==> config.mk <==
export PLATFORM = sky130hd
export DESIGN_NAME = call_stack_pusher
export DESIGN_NICKNAME = d
export VERILOG_FILES = /design/src/rtl/call_stack_pusher.sv
export SDC_FILE = /design/constraint.sdc
export NUM_CORES = 1
export LEC_CHECK = 0
export CAP_MARGIN = 20
export CORE_AREA = 4 4 77 86
export DETAILED_ROUTE_END_ITERATION = 10
export DIE_AREA = 0 0 81 90
export HOLD_SLACK_MARGIN = 0.03
export PLACE_DENSITY_LB_ADDON = 0.12
export SKIP_LAST_GASP = 1
export SLEW_MARGIN = 15
export SYNTH_ARGS = -nofsm -noshare
export SYNTH_HDL_FRONTEND = slang
export SYNTH_SLANG_ARGS = --single-unit
==> constraint.sdc <==
create_clock -name clk -period 1.79 [get_ports clk]
set_input_delay 0.2685 -clock clk [delete_from_list [all_inputs] [get_ports clk]]
set_output_delay 0.2685 -clock clk [all_outputs]
set_load 0.05 [all_outputs]
==> src/rtl/call_stack_pusher.sv <==
`default_nettype none
// +--------------------------------------------------------------------------+
// | call_stack_pusher                                                        |
// | CALL/CALZ sequencer: pushes {PCP,PCSH,PCSL} below SP, then SP-=3 and     |
// | loads the target PC. Optional macro: CALL_STACK_OVF_DETECT_EN            |
// | Revision: 1.0                                                            |
// +--------------------------------------------------------------------------+
module call_stack_pusher #(
   parameter int RAM_ADDR_W = 12,
   parameter int PC_W       = 13
) (
   input  logic                  clk,
   input  logic                  reset,
   input  logic                  clk_en,
   input  logic                  start,
   input  logic                  is_calz,
   input  logic [7:0]            imm,
   input  logic [PC_W-1:0]       pc_in,
   input  logic [4:0]            np_in,
   input  logic [7:0]            sp_in,
   output logic [RAM_ADDR_W-1:0] ram_addr,
   output logic [3:0]            ram_wdata,
   output logic                  ram_we,
   output logic [7:0]            sp_out,
   output logic                  sp_we,
   output logic [PC_W-1:0]       pc_out,
   output logic                  pc_we,
   output logic                  busy,
   output logic                  done,
   output logic                  stack_ovf
);

   typedef enum logic [2:0] {
      S_IDLE      = 3'd0,
      S_PUSH_PCP  = 3'd1,
      S_PUSH_PCSH = 3'd2,
      S_PUSH_PCSL = 3'd3,
      S_JUMP      = 3'd4
   } state_t;

   state_t          state_q, state_d;
   logic [7:0]      sp_q, sp_d;
   logic [3:0]      pcp_q, pcp_d;
   logic [7:0]      pcs_q, pcs_d;
   logic [PC_W-1:0] tgt_q, tgt_d;
   logic            accept;
   logic [7:0]      push_sp;
   logic            unused_pcb;

   // PCB is never pushed; the return bank is restored from NBP by the pop side.
   assign unused_pcb = pc_in[PC_W-1];
   assign accept     = (state_q == S_IDLE) && start && clk_en;

   always_comb begin
      state_d = state_q;
      sp_d    = sp_q;
      pcp_d   = pcp_q;
      pcs_d   = pcs_q;
      tgt_d   = tgt_q;
      if (accept) begin
         state_d = S_PUSH_PCP;
         sp_d    = sp_in;
         pcp_d   = pc_in[11:8];
         pcs_d   = pc_in[7:0] + 8'd1;
         tgt_d   = is_calz ? PC_W'({5'b0_0000, imm}) : PC_W'({np_in, imm});
      end else if (clk_en) begin
         case (state_q)
            S_PUSH_PCP:  state_d = S_PUSH_PCSH;
            S_PUSH_PCSH: state_d = S_PUSH_PCSL;
            S_PUSH_PCSL: state_d = S_JUMP;
            S_JUMP:      state_d = S_IDLE;
            default:     state_d = S_IDLE;
         endcase
      end
   end

   always_ff @(posedge clk or posedge reset) begin
      if (reset) begin
         state_q <= S_IDLE;
         sp_q    <= 8'h00;
         pcp_q   <= 4'h0;
         pcs_q   <= 8'h00;
         tgt_q   <= '0;
      end else begin
         state_q <= state_d;
         sp_q    <= sp_d;
         pcp_q   <= pcp_d;
         pcs_q   <= pcs_d;
         tgt_q   <= tgt_d;
      end
   end

   // Strobes decode straight from state so an async reset kills them at once.
   always_comb begin
      push_sp   = 8'h00;
      ram_addr  = '0;
      ram_wdata = 4'h0;
      ram_we    = 1'b0;
      sp_out    = 8'h00;
      sp_we     = 1'b0;
      pc_out    = '0;
      pc_we     = 1'b0;
      done      = 1'b0;
      busy      = (state_q != S_IDLE);
      case (state_q)
         S_PUSH_PCP: begin
            push_sp   = sp_q - 8'd1;
            ram_wdata = pcp_q;
            ram_we    = 1'b1;
         end
         S_PUSH_PCSH: begin
            push_sp   = sp_q - 8'd2;
            ram_wdata = pcs_q[7:4];
            ram_we    = 1'b1;
         end
         S_PUSH_PCSL: begin
            push_sp   = sp_q - 8'd3;
            ram_wdata = pcs_q[3:0];
            ram_we    = 1'b1;
         end
         S_JUMP: begin
            sp_out = sp_q - 8'd3;
            sp_we  = 1'b1;
            pc_out = tgt_q;
            pc_we  = 1'b1;
            done   = 1'b1;
         end
         default: ;
      endcase
      if (ram_we)
         ram_addr = {{(RAM_ADDR_W-8){1'b0}}, push_sp};
   end

`ifdef CALL_STACK_OVF_DETECT_EN
   logic ovf_q, ovf_d;

   always_comb begin
      ovf_d = ovf_q;
      if (accept && (sp_in < 8'd3))
         ovf_d = 1'b1;
   end

   always_ff @(posedge clk or posedge reset) begin
      if (reset)
         ovf_q <= 1'b0;
      else
         ovf_q <= ovf_d;
   end

   assign stack_ovf = ovf_q;
`else
   assign stack_ovf = 1'b0;
`endif

endmodule
`default_nettype wire

# After elaboration in Yosys (flattened, before gate mapping)
# Cells that the tools add are included.
# word_totals
regBits	36
latchBits	0
ram_bits	0
rom_bits	0
inputBits	39
n_memories	0
# op_classes
add_sub_neg	4
n_mul	0
n_div	0
n_lt_le_gt_ge	0
eq_ne	4
n_shift	0
n_mux	11
n_bitwise	0
reduce_logical	6
# ops
operator	n
two-way mux 13 bit	2
one-hot mux 8 bit (3 select lines)	1
two-way mux 8 bit	2
subtractor 8 x 2 -> 8 bit (second input constant)	2
one-hot mux 4 bit (3 select lines)	1
one-hot mux 3 bit (3 select lines)	1
adder 8 x 1 -> 8 bit (second input constant)	1
subtractor 8 x 1 -> 8 bit (second input constant)	1
== test 3 x 2 -> 1 bit (second input constant)	2
two-way mux 3 bit	2
== test 3 x 1 -> 1 bit (second input constant)	1
== test 3 bit (second input constant)	1
logical NOT 3 bit	1
nonzero test 3 bit	1
OR reduction 3 bit	1
logical AND 1 bit	2
two-way mux 1 bit	2
nonzero test 2 bit	1

# Longest topological paths before layout
# logic_depth
depth_word	4
ltp_mapped	7
mapped_depth_nobuf	6

# Least setup slack after synthesis
# OpenSTA, ideal clock, no wires.
# synth_path
path_kind	register to output
startpoint	reg sp_q[2]
endpoint	out ram_addr[7]
arrival_ns	2.919
t_required_ns	1.521
setup_slack_ns	-1.397
path_stages_with_launch	8
path_buffers	1
path_cell_list	dfrtp_1 buf_6 inv_1 ha_1 a21oi_1 a21oi_1 a2bb2oi_1 o41ai_1
# synth_via
elab_chain_cells	3
# synth_rtl
item	line	text
start, declared	42	logic [7:0] sp_q, sp_d;
start signal, assigned	86	sp_q <= sp_d;
subtractor 8 x 2 -> 8 bit, or another cell as far along	117	push_sp = sp_q - 8'd3;
one-hot mux 8 bit (3 select lines) (*)	105	case (state_q)
two-way mux 8 bit (*)	130	if (ram_we)
end, declared	21	output logic [RAM_ADDR_W-1:0] ram_addr,
# Mark *: on every way between the ends. The rest lies on a longest branch, timed or not.

# Worst setup path in the final report
# layout_path
startpoint	reg sp_q[1]
endpoint	out ram_addr[6]
# The elaborated chain is that of the path after synthesis.

==> metrics <==
mean instance size in the synthesized netlist=7.978 um^2; via density per instance=roughly 5.2; pre-CTS setup slack=-301.4 ps; #FFs+latches synth=36; Max Fclk=403.2 MHz; area delta synth->final=105.6%; static leakage power=between 2 and 2.5 nW; Worst path slowest cell=sky130_fd_sc_hd__dfrtp_2; CP Launch Type=flop; endpoint of the worst setup timing path=ram_addr[6]; placed standard-cell area=0.004000 mm^2; Ys Warns=0; post-synthesis instance total=287; die span in x=81 um; Area contributors post-synth=sky130_fd_sc_hd__dfrtp_1 (39%), sky130_fd_sc_hd__nand2_1 (13%), sky130_fd_sc_hd__and3_1 (4.6%); reg-to-reg critical path endpoint=sp_q[6]; worst reg2reg setup slack=20 ps; top cell type's share of synthesized area=between 30% and 40%; hold buffers post-CTS=0; count of nets after finishing=470; final hold violations=0; clock period minus worst slack=approximately 2500 ps; drt initial violations=153; worst-path cell chain=buf_6, ha_4, mux2i_1, a22oi_1, or2_4, buf_6, o32ai_4, buf_6; outcome=finished, violations left; wire length of the first global-routing pass=~12000 um; Clk pin slew, worst setup/hold paths=80 ps; number of antenna-violating nets in the routed design=0; logic depth of the worst path, buffers included=8; share of synthesized registers carrying an async set or reset=100.0%; post-route total power=9.748 mW; number of global-route vias before repair=2528; number of antenna cells inserted=0; DRC viols=0; pin count of the biggest net entering global routing=37; vias post-DR=~2600; wire per inst=roughly 17 um; maximum net fanout on the critical path=4; vertical die dimension=90 um; number of buffers inserted by port buffering=75; critical path endpoint category=output port; total setup violations reported at the end of the flow=37; buffers from clock root to sink, at most=2; proportion of layout cells with a drive suffix above 1=47.42%; clk_skew=~5.0 ps; buffer cell driving the clock tree root=sky130_fd_sc_hd__clkbuf_8; CTS sink cnt=36; post-route fraction of the period consumed by the critical path=138.5%; most numerous cell types in the synthesized netlist=sky130_fd_sc_hd__nand2_1 (78), sky130_fd_sc_hd__dfrtp_1 (36), sky130_fd_sc_hd__nor2_1 (23); gr ovfl total=0; clock tree from TritonCTS=built; worst voltage drop across the vdd grid=about 1.2 mV; summed negative setup slack over all endpoints=-8467 ps; number of buffers created by CTS=5; power density over cell area=2070 mW/mm^2; Cell variety after synth=39; Critical Path Max Stage Delay=450 ps; Die Area=0.007290 mm^2; post-synthesis instance area=0.002290 mm^2; Fillers=361; GRT Resource Usage Total=a little over a fifth; GPL Wtd Cong=0.8945; critical path launch point=sp_q[1]; number of iterations in the first detailed-routing pass=6; Main synth FF type=sky130_fd_sc_hd__dfrtp_1; Bufs and invs on worst path=3; Core Rows=29; number of pins with negative max-slew slack in the final report=0; Clk Latency, worst-skew pair=~280 ps; dominant cell type by area after synthesis=sky130_fd_sc_hd__dfrtp_1; Critical Path AT=2210 ps; effective utilization at floorplan=39.94%; RSZ-0062 raised after global routing=yes; Top cell by count, worst path=sky130_fd_sc_hd__buf_6; Required @ worst endpoint=1520 ps; CP delay by family, top=flip-flops; Post-synth EDFFs=0; sum of routed wire length over all layers=8633 um; worst hold margin=a little under 400 ps; violations in the final reports=negative setup slack; post-route setup slack=-689.9 ps; dominant cell by count in the synthesized netlist=sky130_fd_sc_hd__nand2_1; initial antenna violation count=0; path type of the worst setup path=flop to output port; HPWL after detailed placement=5318 um; H-Tree Depth=2; Max Cap Violations=0; core area=around 0.0057 mm^2; Post-Layout Inst Area=0.004708 mm^2; startpoint of the lowest-slack register-to-register path=state_q[0]; R2R cell count=8; class of the tightest hold or removal check=input pin to asynchronous set/reset pin; IO Count=82; portion of the post-synthesis area used by sequential elements=a little under 40%
## worst register-to-register path, cell delays in order (launching register included)
cell,delay [ps]
sky130_fd_sc_hd__dfrtp_2,450
sky130_fd_sc_hd__buf_6,150
sky130_fd_sc_hd__buf_6,110
sky130_fd_sc_hd__buf_6,120
sky130_fd_sc_hd__nor3_4,210
sky130_fd_sc_hd__and3_4,300
sky130_fd_sc_hd__clkbuf_16,200
sky130_fd_sc_hd__nand2_1,90
sky130_fd_sc_hd__nand2_1,70
## through the flow
step / utilization, % / instances
6_report: 82.13 / 503
5_1_grt: 82.13 / 503
4_1_cts: 79.29 / 496
3_5_place_dp: 69.77 / 475
3_3_place_gp: 69.77 / 475
2_1_floorplan: - / 291
## routing by layer
metal  GRT usage, %  part of all wire (%)  vias to the layer above
met2          37.95                    55                       98
met1          25.84                    37                     1272
met5              0                     0                        -
met4          7.606                   2.5                        0
met3          4.100                   5.8                       18
li1               -                     -                     1229
## placed cells by master, fill, tap and decap left out, types with 3 or more instances in the layout
cell type,count
sky130_fd_sc_hd__nor3_4,3
sky130_fd_sc_hd__a21oi_4,3
sky130_fd_sc_hd__nor2_1,10
sky130_fd_sc_hd__clkdlybuf4s50_1,37
sky130_fd_sc_hd__conb_1,5
sky130_fd_sc_hd__nand3_1,8
sky130_fd_sc_hd__a21oi_2,4
sky130_fd_sc_hd__nand2_1,77
sky130_fd_sc_hd__inv_1,4
sky130_fd_sc_hd__xnor2_1,4
sky130_fd_sc_hd__xor2_1,7
sky130_fd_sc_hd__buf_4,48
sky130_fd_sc_hd__buf_6,24
sky130_fd_sc_hd__o41ai_4,3
sky130_fd_sc_hd__nor2_2,7
sky130_fd_sc_hd__dfrtp_2,5
sky130_fd_sc_hd__mux2i_1,4
sky130_fd_sc_hd__a21oi_1,4
sky130_fd_sc_hd__nand3b_1,5
sky130_fd_sc_hd__and3_4,15
sky130_fd_sc_hd__ha_4,3
sky130_fd_sc_hd__buf_12,38
sky130_fd_sc_hd__xor2_2,3
sky130_fd_sc_hd__inv_2,3
sky130_fd_sc_hd__o21ai_0,11
sky130_fd_sc_hd__dfrtp_1,31
sky130_fd_sc_hd__nor2_4,6
sky130_fd_sc_hd__clkbuf_8,5
## state kept, by name, summed over array words and instances, names as in the netlist
signal and cells:
sp_q 8, tgt_q 13, pcs_q 8, state_q 3, pcp_q 4
## worst min path at each step
stage	endpoint	depth (start not counted)	startpoint	slack (ps)
global placement	tgt_q[12]	2	tgt_q[12]	440
CTS	tgt_q[1]	3	reset	410
floorplan	pcp_q[0]	2	pc_in[8]	370
global route	tgt_q[1]	3	reset	450
detailed placement	tgt_q[8]	2	tgt_q[8]	450
finish	tgt_q[3]	3	reset	400
## where the power goes
part / internal (mW) / total, mW / switching [mW]
clock network: 0.413 / 0.700 / 0.286
logic: 3.68 / 7.51 / 3.83
registers: 1.20 / 1.54 / 0.341
total: 5.29 / 9.75 / 4.45
## timing repair
| item | CTS | global route |
|---|---|---|
| gates cloned | 2 | 2 |
| buffers inserted | 11 | 8 |
| pin swaps | 20 | 18 |
| resized for setup | 64 | 28 |
| endpoints found under the setup margin | 38 | 39 |
## final cells by class
type / count / area (um^2) / share of cell area, %
inverters: 9 / 38.79 / 0.8238
flip-flops and latches: 36 / 907.1 / 19.27
multi-input cells: 221 / 1689 / 35.88
repair buffers: 152 / 1869 / 39.70
clock buffers: 6 / 72.57 / 1.541
clock inverters: 2 / 35.03 / 0.7441
well taps: 77 / 96.34 / 2.046
## kinds of logic after synthesis
family,Yosys count,share of synthesized area [%]
AOI/OAI and AO/OA,42,11.80
buffers and inverters,34,7.432
DFF,36,39.34
adders and majority gates,6,3.279
muxes,7,3.169
other,1,0.1638
xor gates and xnor gates,15,5.737
and+or+nand+nor,146,29.07
Note: power is estimated with default switching activity, not from simulation.
